<file path="config.mk">
export PLATFORM = sky130hd
export DESIGN_NAME = fxp_divider_hs
export DESIGN_NICKNAME = d
export VERILOG_FILES = /design/src/rtl/fxp_divider_pkg.sv /design/src/rtl/fxp_div_step.sv /design/src/rtl/fxp_divider_hs.sv
export SDC_FILE = /design/constraint.sdc
export NUM_CORES = 1
export LEC_CHECK = 0
export CAP_MARGIN = 0
export CORE_ASPECT_RATIO = 0.6
export CORE_MARGIN = 4
export CORE_UTILIZATION = 59
export CTS_CLUSTER_DIAMETER = 60
export DETAILED_ROUTE_END_ITERATION = 8
export PLACE_DENSITY = 0.87
export RECOVER_POWER = 25
export SLEW_MARGIN = 20
export SYNTH_ARGS = -nofsm -noshare
export SYNTH_HDL_FRONTEND = slang
export SYNTH_HIERARCHICAL = 1
export SYNTH_SLANG_ARGS = --single-unit
</file>
<file path="constraint.sdc">
create_clock -name clk -period 4.25 [get_ports clk]
set_input_delay 0.85 -clock clk [delete_from_list [all_inputs] [get_ports clk]]
set_output_delay 0.85 -clock clk [all_outputs]
set_load 0.05 [all_outputs]
</file>
<file path="src/rtl/fxp_divider_pkg.sv">
// Shared types and constants for the handshaked fixed-point divider.
// Holds the controller state encoding, the iteration count and the saturation limits.
package fxp_divider_pkg;

  typedef enum logic [1:0] {
    IDLE,
    CALC,
    FIX,
    DONE
  } state_e;

  // Number of CALC cycles needed to resolve the N+Q+1 quotient bits, K bits per cycle.
  function automatic int iter_count(input int n, input int q, input int k);
    return (n + q + 1 + k - 1) / k;
  endfunction

  function automatic logic [63:0] sat_max(input int n);
    return (64'd1 << (n - 1)) - 64'd1;
  endfunction

  // Magnitude of the most negative representable value.
  function automatic logic [63:0] sat_min_mag(input int n);
    return 64'd1 << (n - 1);
  endfunction

endpackage

</file>
<file path="src/rtl/fxp_div_step.sv">
// One restoring-division step: shift the next dividend bit into the remainder,
// subtract the divisor when it fits and emit the resulting quotient bit.
module fxp_div_step #(
  parameter int N = 22
) (
  input  logic [N:0]   rem_i,
  input  logic [N-1:0] divisor_i,
  input  logic         bit_i,
  output logic [N:0]   rem_o,
  output logic         q_o
);

  logic [N:0] trial;

  always_comb begin
    trial = {rem_i[N-1:0], bit_i};
    // The remainder is always below the divisor, so rem_i[N] never sets; folding it
    // in keeps the compare exact for any input.
    q_o   = rem_i[N] | (trial >= {1'b0, divisor_i});
    rem_o = q_o ? (trial - {1'b0, divisor_i}) : trial;
  end

endmodule

</file>
<file path="src/rtl/fxp_divider_hs.sv">
// Iterative signed Q-format divider with valid/ready streams, K quotient bits per
// cycle, optional round-half-away-from-zero, saturation and a pass-through tag.
module fxp_divider_hs
  import fxp_divider_pkg::*;
#(
  parameter int N     = 22,
  parameter int Q     = 10,
  parameter int K     = 1,
  parameter int TAG_W = 4
) (
  input  logic             clk,
  input  logic             rst_n,
  input  logic             in_valid,
  output logic             in_ready,
  input  logic [N-1:0]     dividend,
  input  logic [N-1:0]     divisor,
  input  logic             round_en,
  input  logic [TAG_W-1:0] in_tag,
  output logic             out_valid,
  input  logic             out_ready,
  output logic [N-1:0]     out_data,
  output logic [TAG_W-1:0] out_tag,
  output logic             dbz,
  output logic             overflow
);

  localparam int W    = N + Q + 1;
  localparam int ITER = iter_count(N, Q, K);
  localparam int PW   = ITER * K;
  localparam int SKIP = PW - W;
  localparam int CW   = $clog2(ITER + 1);

  localparam logic [N:0] SAT_MAX     = (N + 1)'(sat_max(N));
  localparam logic [N:0] SAT_MIN_MAG = (N + 1)'(sat_min_mag(N));

  state_e           state_q, state_d;
  logic [CW-1:0]    cnt_q, cnt_d;
  logic [N:0]       rem_q, rem_d;
  logic [PW-1:0]    num_q, num_d;
  logic [N-1:0]     div_q, div_d;
  logic             sign_q, sign_d;
  logic             rnd_q, rnd_d;
  logic             dbz_in_q, dbz_in_d;
  logic [TAG_W-1:0] tag_q, tag_d;
  logic [N-1:0]     out_data_q, out_data_d;
  logic [TAG_W-1:0] out_tag_q, out_tag_d;
  logic             dbz_q, dbz_d;
  logic             ovf_q, ovf_d;

  logic [N-1:0]     a_abs, b_abs;
  logic [N:0]       rem_chain [K+1];
  logic [K-1:0]     qbits;

  assign a_abs = dividend[N-1] ? (~dividend + 1'b1) : dividend;
  assign b_abs = divisor[N-1]  ? (~divisor + 1'b1)  : divisor;

  // num_q holds the shifted dividend at the top and collects quotient bits at the
  // bottom; after ITER shifts it holds only the quotient.
  assign rem_chain[0] = rem_q;

  for (genvar j = 0; j < K; j++) begin : g_step
    localparam bit SURPLUS = (j < SKIP);
    logic [N:0] step_rem;
    logic       step_q;
    logic       bypass;

    fxp_div_step #(.N(N)) u_step (
      .rem_i     (rem_chain[j]),
      .divisor_i (div_q),
      .bit_i     (num_q[PW-1-j]),
      .rem_o     (step_rem),
      .q_o       (step_q)
    );

    // Surplus leading stages only exist in the first cycle when W is not a multiple of K.
    assign bypass            = SURPLUS && (cnt_q == '0);
    assign rem_chain[j+1]    = bypass ? rem_chain[j] : step_rem;
    assign qbits[K-1-j]      = bypass ? 1'b0 : step_q;
  end

  logic [W-1:0] mag;
  logic [W-1:0] r_full;
  logic [N:0]   r_low;
  logic         r_hi;
  logic         pos_ovf, neg_ovf;

  always_comb begin
    mag     = num_q[W-1:0];
    r_full  = {1'b0, mag[W-1:1]} + W'(rnd_q & mag[0]);
    r_hi    = |r_full[W-1:N+1];
    r_low   = r_full[N:0];
    pos_ovf = r_hi || (r_low > SAT_MAX);
    neg_ovf = r_hi || (r_low > SAT_MIN_MAG);
  end

  // NOTE: every combinational output gets a default first so no path infers a latch.
  always_comb begin
    state_d    = state_q;
    cnt_d      = cnt_q;
    rem_d      = rem_q;
    num_d      = num_q;
    div_d      = div_q;
    sign_d     = sign_q;
    rnd_d      = rnd_q;
    dbz_in_d   = dbz_in_q;
    tag_d      = tag_q;
    out_data_d = out_data_q;
    out_tag_d  = out_tag_q;
    dbz_d      = dbz_q;
    ovf_d      = ovf_q;

    unique case (state_q)
      IDLE: begin
        if (in_valid) begin
          num_d          = '0;
          num_d[W-1:0]   = {a_abs, {(Q + 1){1'b0}}};
          rem_d          = '0;
          cnt_d          = '0;
          div_d          = b_abs;
          sign_d         = dividend[N-1] ^ divisor[N-1];
          rnd_d          = round_en;
          dbz_in_d       = (divisor == '0);
          tag_d          = in_tag;
          state_d        = CALC;
        end
      end
      CALC: begin
        // A zero divisor still spends ITER cycles here, counting only, so latency is fixed.
        cnt_d = cnt_q + 1'b1;
        if (!dbz_in_q) begin
          rem_d = rem_chain[K];
          num_d = {num_q[PW-K-1:0], qbits};
        end
        if (cnt_q == CW'(ITER - 1)) state_d = FIX;
      end
      FIX: begin
        out_tag_d = tag_q;
        dbz_d     = dbz_in_q;
        if (dbz_in_q) begin
          ovf_d      = 1'b0;
          out_data_d = sign_q ? SAT_MIN_MAG[N-1:0] : SAT_MAX[N-1:0];
        end else if (!sign_q) begin
          ovf_d      = pos_ovf;
          out_data_d = pos_ovf ? SAT_MAX[N-1:0] : r_low[N-1:0];
        end else begin
          ovf_d      = neg_ovf;
          out_data_d = neg_ovf ? SAT_MIN_MAG[N-1:0] : (~r_low[N-1:0] + 1'b1);
        end
        state_d = DONE;
      end
      DONE: begin
        if (out_ready) state_d = IDLE;
      end
      default: state_d = IDLE;
    endcase
  end

  // NOTE: sequential state uses non-blocking assignments so all flops update together.
  always_ff @(posedge clk or negedge rst_n) begin
    if (!rst_n) begin
      state_q    <= IDLE;
      cnt_q      <= '0;
      rem_q      <= '0;
      num_q      <= '0;
      div_q      <= '0;
      sign_q     <= 1'b0;
      rnd_q      <= 1'b0;
      dbz_in_q   <= 1'b0;
      tag_q      <= '0;
      out_data_q <= '0;
      out_tag_q  <= '0;
      dbz_q      <= 1'b0;
      ovf_q      <= 1'b0;
    end else begin
      state_q    <= state_d;
      cnt_q      <= cnt_d;
      rem_q      <= rem_d;
      num_q      <= num_d;
      div_q      <= div_d;
      sign_q     <= sign_d;
      rnd_q      <= rnd_d;
      dbz_in_q   <= dbz_in_d;
      tag_q      <= tag_d;
      out_data_q <= out_data_d;
      out_tag_q  <= out_tag_d;
      dbz_q      <= dbz_d;
      ovf_q      <= ovf_d;
    end
  end

  assign in_ready  = (state_q == IDLE);
  assign out_valid = (state_q == DONE);
  assign out_data  = out_data_q;
  assign out_tag   = out_tag_q;
  assign dbz       = dbz_q;
  assign overflow  = ovf_q;

endmodule

</file>
==> flow_summary_export.csv, run 1 <==
group,metric,value,unit
timing,setup_viol,0,
logic_synthesis,synthFlopType,"dfrtp_1",
clocking,clk_pin_slew,0.06,ns
place,pre_cts_slack,0.304,ns
floorplan,num_io_pins,83,
place,dp_hpwl,18000,µm
timing,max_freq,0.250,GHz
detailed_routing,finalWirelength,25000,µm
logic_synthesis,synth_simple_gate_area_frac,0.210,
detailed_routing,post_drt_wl_per_cell,18.8,µm
worst_setup_path,path_buf_inv,0,
global_routing,grt_pass1_vias,8203,
worst_setup_path,endpoint_kind,"flip-flop",
clocking,insertion_delay,0.43,ns
power,switching_share,0.496,
timing,rsz0062_at_grt,"no",
clocking,postCtsSetupRepairBufs,0,
logic_synthesis,synth_mux_area_frac,0.0246,
status,status,"complete, but fails checks",
global_routing,grt_max_degree,69,
power,seq_power_share,0.243,
clocking,root_buffer,"clkbuf_16",
timing,setup_ws,0.255,ns
clocking,cts_sinks,121,
logic_synthesis,synth_top_area_frac,0.333,
logic_synthesis,synth_enable_flop_cells,0,
logic_synthesis,synthCells,1062,
final_layout,insertedDiodeCount,0,
status,violations,"max-capacitance violations, max-slew violations",
worst_setup_path,cp_top_family,"simple AND/OR/NAND/NOR gates",
logic_synthesis,synth_nets,1150,
run,maxCapViolCount,1,
final_layout,stdcell_count,1329,
worst_setup_path,cpPeakStageDelay,0.46,ns
logic_synthesis,synth_area_per_cell,8.56,µm²
worst_setup_path,critical_path_class,"reg -> reg",
floorplan,rows,34,
place,gp_congestion,0.977,
logic_synthesis,yosysSeqAreaShare,0.333,
power,power_switching,4.23,mW
clocking,clk_path_buf_depth,2,
detailed_routing,via_count,8596,
final_layout,final_core_util,0.713,
worst_setup_path,cp_cell_sequence,"and2_1 > ha_1 > ha_2 > nand4_1 > nor4_1 > xor2_1 > nor3_1 > and4bb_4 > a31o_2 > nand3_2 > o311ai_1",
final_layout,layout_common_cells,"nand2_1 (128), dfrtp_1 (121), clkdlybuf4s50_1 (81)",
logic_synthesis,synth_warnings,6,
worst_setup_path,cp_max_fo,14,
floorplan,initial_utilization,0.614,
clocking,cts.htree.levels,4,
detailed_routing,first_iter_violations,1003,
worst_setup_path,startpoint_type,"flip-flop",
worst_setup_path,critical_path_required,4.57,ns
final_layout,area_delta_synth_final,16.0,%
clocking,cts_made_buffers,17,
global_routing,antenna_found_initial,0,
logic_synthesis,syn-cell-area,9090,µm²
timing,finalHoldViolations,0,
timing,fin_crit,3.99,ns
logic_synthesis,synth_fa_ha_area_frac,0.0490,
logic_synthesis,synthXorXnorAreaFrac,0.0828,
power,combPwrFrac,0.593,
power,powerDensity,809,nW/µm²
worst_setup_path,slowest_stage,"nor4_1",
timing,setup_tns,0,ns
worst_setup_path,worstPathArrival,4.31,ns
timing,slew_headroom,-0.128,
power,power.internal,4.30,mW
power,clockPowerShare,0.164,
global_routing,grt-ovfl-total,0,
final_layout,final_common_cell,"nand2_1",
hold_path,holdCritPathClass,"reg -> reg",
logic_synthesis,synth_top_family_by_area,"compound AO/OA/AOI/OAI gates",
global_routing,grt_pass1_wl,41800,µm
clocking,cts_tree,"yes",
detailed_routing,drt-pass1-iter-count,5,
floorplan,die_h,104,µm
logic_synthesis,async_flop_share,1.00,
power,p_leak,4.44,nW
detailed_routing,antenna_left,0,
timing,finalCritPeriodShare,0.940,
timing,slew_viol_final,69,
floorplan,fp.dieArea,17500,µm²
global_routing,track_usage,0.288,
logic_synthesis,synth_top_area_cell,"dfrtp_1",
place,dp_cells,1297,
power,peakVddDrop,462,µV
final_layout,final_nets,1206,
detailed_routing,drc,0,
logic_synthesis,netlist_top_cells_area,"dfrtp_1 (33%), nand2_1 (5.3%), xor2_1 (5.1%), ha_1 (4.7%), o21ai_0 (4.2%)",
logic_synthesis,synth_compound_area_frac,0.250,
floorplan,core-area,14800,µm²
logic_synthesis,synth_seq_cells,121,
detailed_routing,viasPerCell,6.47,
timing,clock_skew,0.0115,ns
logic_synthesis,ys_types,91,
power,p_total,8.53,mW
floorplan,die_x,168,µm
place,io_buffers,82,
final_layout,drive_above_1_share,0.0911,
timing,worst_slew_pin_slew,1.69,ns
[cell usage after synthesis (all sizes together), types with 8 or more instances]
master and number:
mux2i 10, nand3 31, dfrtp 121, o31ai 16
o21ai 107, a21o 17, o211ai 8, ha 34
nor2b 13, nand2 130, a31oi 10, o21a 8
buf 31, xnor2 33, a211oi 11, nand4 22
a22o 36, nor4 10, xor2 53, and2 12
mux2 11, inv 45, or4 8, a21oi 52
or3 12, o41ai 8, nor3 23, nor2 65
clkbuf 29, and3 9
[cells by family after synthesis]
| group | Yosys count |
|---|---|
| simple gates | 368 |
| compound gates | 326 |
| flops | 121 |
| buf+inv | 105 |
| xor+xnor | 86 |
| fa+ha+maj | 35 |
| mux | 21 |
[routing by layer]
| layer | vias up | GRT usage | wire length, µm |
|---|---|---|---|
| met4 | 0 | 0.0770 | 346 |
| met3 | 51 | 0.0862 | 2740 |
| met2 | 506 | 0.392 | 10100 |
| met1 | 4035 | 0.442 | 11800 |
| met5 | - | 0 | 0 |
| li1 | 4004 | - | - |
[power by group through the flow]
stage | clock network, mW | logic, mW | registers, mW
after floorplan | 0 | 3.42 | 2.33
final | 1.40 | 5.06 | 2.08
after CTS | 1.41 | 4.97 | 2.06
after global routing | 1.45 | 5.52 | 2.14
after global placement | 0 | 4.79 | 2.04
after detailed placement | 0 | 4.91 | 2.07
[worst register-to-register path: stages, from the launching register on]
cell and delay [ns]:
dfrtp_1 0.36, and2_1 0.13, ha_1 0.27, ha_2 0.35, nand4_1 0.28, nor4_1 0.46
xor2_1 0.22, nor3_1 0.44, and4bb_4 0.35, a31o_2 0.40, nand3_2 0.30, o311ai_1 0.36
[state kept, by name (all words and copies together), names as in the netlist, 2 cells and up]
name and flops:
div_q 22, out_tag 4, out_data 22, state_q 2, mag 33, rem_q 23
tag_q 4, cnt_q 6
[final timing paths]
check	start	endpoint	slack, ns	cells past startpoint
hold / removal	div_q[12]	div_q[12]	0.48	2
max in group asynchronous	rst_n	mag[18]	1.26	2
setup reg to reg	mag[0]	out_data[19]	0.26	11
setup / recovery	mag[0]	out_data[19]	0.26	11
hold reg to reg	div_q[12]	div_q[12]	0.48	2
min in group asynchronous	rst_n	rem_q[15]	0.87	1
[repair_timing]
item                       4_1_cts  5_1_grt
hold buffers                     0        0
setup endpoints to repair        0        5
gates resized for setup          0        1
[final cells by class]
cell class / instances / area, µm²
inverters: 45 / 169
repair buffers: 97 / 938
clock inverters: 15 / 133
fillers: 1136 / 4250
flip-flops and latches: 121 / 3030
multi-input cells: 836 / 5610
clock buffers: 17 / 425
well taps: 198 / 248
[per-stage QoR]
step | instance area [µm²] | hold slack [ns]
floorplan | 9090 | 0.449
finish | 10600 | 0.481
global placement | 10000 | 0.465
detailed placement | 10000 | 0.470
global route | 10600 | 0.499
CTS | 10600 | 0.484
No activity file was read; power rests on OpenSTA's default activity.
==> run 2: changes to the inputs <==
- CORE_MARGIN: 4 -> default
- GPL_ROUTABILITY_DRIVEN: default -> 1
==> flow_summary_export.csv, run 2 (synthesis results as in run 1) <==
group,metric,value,unit
timing,max_freq,0.248,GHz
power,p_total,8.49,mW
clocking,cts.htree.levels,4,
floorplan,die_x,162,µm
hold_path,holdCritPathClass,"reg -> reg",
final_layout,largest_reg_flops,33,
global_routing,track_usage,0.336,
detailed_routing,antenna_left,0,
global_routing,grt-ovfl-total,0,
timing,worst_slew_pin_slew,2.43,ns
clocking,cts_made_buffers,17,
worst_setup_path,endpoint_kind,"flip-flop",
worst_setup_path,worstPathArrival,4.35,ns
final_layout,final_nets,1207,
clocking,holdBufCountCts,0,
timing,rsz0062_at_grt,"no",
detailed_routing,first_iter_violations,1056,
timing,slew_headroom,-0.622,
clocking,cts_sinks,121,
power,powerDensity,806,nW/µm²
floorplan,die_h,98.2,µm
floorplan,initial_utilization,0.616,
clocking,insertion_delay,0.43,ns
place,dp_hpwl,18200,µm
status,violations,"max-capacitance violations, max-slew violations",
detailed_routing,post_drt_wl_per_cell,19.0,µm
worst_setup_path,critical_path_class,"reg -> reg",
clocking,clk_path_buf_depth,2,
timing,setup_viol,0,
floorplan,rows,34,
global_routing,grt_max_degree,79,
global_routing,antenna_found_initial,0,
final_layout,final_common_cell,"nand2_1",
detailed_routing,finalWirelength,25300,µm
global_routing,grt_pass1_wl,42500,µm
worst_setup_path,critical_path_required,4.57,ns
worst_setup_path,cp_max_fo,14,
timing,finalHoldViolations,0,
detailed_routing,drt-pass1-iter-count,5,
global_routing,grt_pass1_vias,8213,
timing,fin_crit,4.03,ns
power,peakVddDrop,677,µV
detailed_routing,drc,0,
timing,slew_viol_final,47,
timing,finalCritPeriodShare,0.948,
floorplan,num_io_pins,83,
final_layout,final_area,10500,µm²
clocking,postCtsSetupRepairBufs,0,
place,io_buffers,82,
place,gp_congestion,0.951,
status,status,"complete, but fails checks",
final_layout,insertedDiodeCount,0,
detailed_routing,via_count,8631,
timing,setup_tns,0,ns
run,maxCapViolCount,1,
detailed_routing,viasPerCell,6.49,
floorplan,fp.dieArea,15900,µm²
clocking,root_buffer,"clkbuf_16",
clocking,clk_pin_slew,0.06,ns
final_layout,layout_common_cells,"nand2_1 (128), dfrtp_1 (121), clkdlybuf4s50_1 (81)",
final_layout,area_delta_synth_final,15.9,%
power,p_leak,4.44,nW
timing,holdWs,0.479,ns
place,placed_cell_area,9990,µm²
final_layout,drive_above_1_share,0.0928,
worst_setup_path,startpoint_type,"flip-flop",
clocking,cts_tree,"yes",
timing,clock_skew,0.0122,ns
floorplan,core-area,14800,µm²
[run 2: cell types whose count changed in the layout (fill, tap and decap cells not counted), moves of 2 or more]
cell	change
clkinv_4	-2
clkinv_2	+5
buf_4	+2
inv_8	-2
inv_6	-3
[run 2: power by group]
part           switching, mW  internal [mW]  total (mW)
registers              0.466           1.61        2.08
logic                   3.17           1.90        5.07
clock network          0.581          0.760        1.34
total                   4.22           4.28        8.49
[run 2: area by class of cell]
type / count / area (µm²)
Clock buffer: 18 / 439
Inverter: 45 / 169
Timing Repair Buffer: 98 / 932
Clock inverter: 14 / 98.8
Fill cell: 1090 / 4230
Multi-Input combinational cell: 836 / 5620
Tap cell: 198 / 248
Sequential cell: 121 / 3030
[run 2: metal layers]
| layer | global-route usage | wire length (µm) |
|---|---|---|
| met5 | 0 | 0 |
| met4 | 0.0958 | 446 |
| met3 | 0.0986 | 2890 |
| met2 | 0.444 | 9940 |
| met1 | 0.519 | 12100 |
[run 2: timing repair]
item / CTS / global route
gates resized for setup: 0 / 3
setup endpoints to repair: 0 / 7
hold endpoints to repair: 0 / 0
[run 2: path summary, 6_finish.rpt]
path | to | slack (ns) | cells after the start | start
min reg2reg | div_q[13] | 0.48 | 2 | div_q[13]
min in group asynchronous | div_q[16] | 1.16 | 1 | rst_n
min | div_q[13] | 0.48 | 2 | div_q[13]
max | out_data[3] | 0.22 | 11 | mag[0]
max in group asynchronous | mag[6] | 1.21 | 2 | rst_n
max reg2reg | out_data[3] | 0.22 | 11 | mag[0]
[run 2: stage by stage]
step / setup slack, ns / std cells / util
final: 0.220 / 1330 / 0.714
after global routing: 0.0450 / 1330 / 0.714
after CTS: 0.121 / 1330 / 0.713
after detailed placement: 0.160 / 1298 / 0.677
after global placement: 0.445 / 1298 / 0.677
after floorplan: 1.01 / 1062 / -
[run 2: worst max-delay path, stage by stage, from the launching register on]
cell      delay, ns
dfrtp_1        0.36
and2_1         0.14
ha_1           0.30
ha_2           0.37
nand4_1        0.31
nor4_1         0.47
xor2_1         0.22
nor3_2         0.32
and4bb_4       0.34
a31o_2         0.40
nand3_2        0.30
o311ai_1       0.37
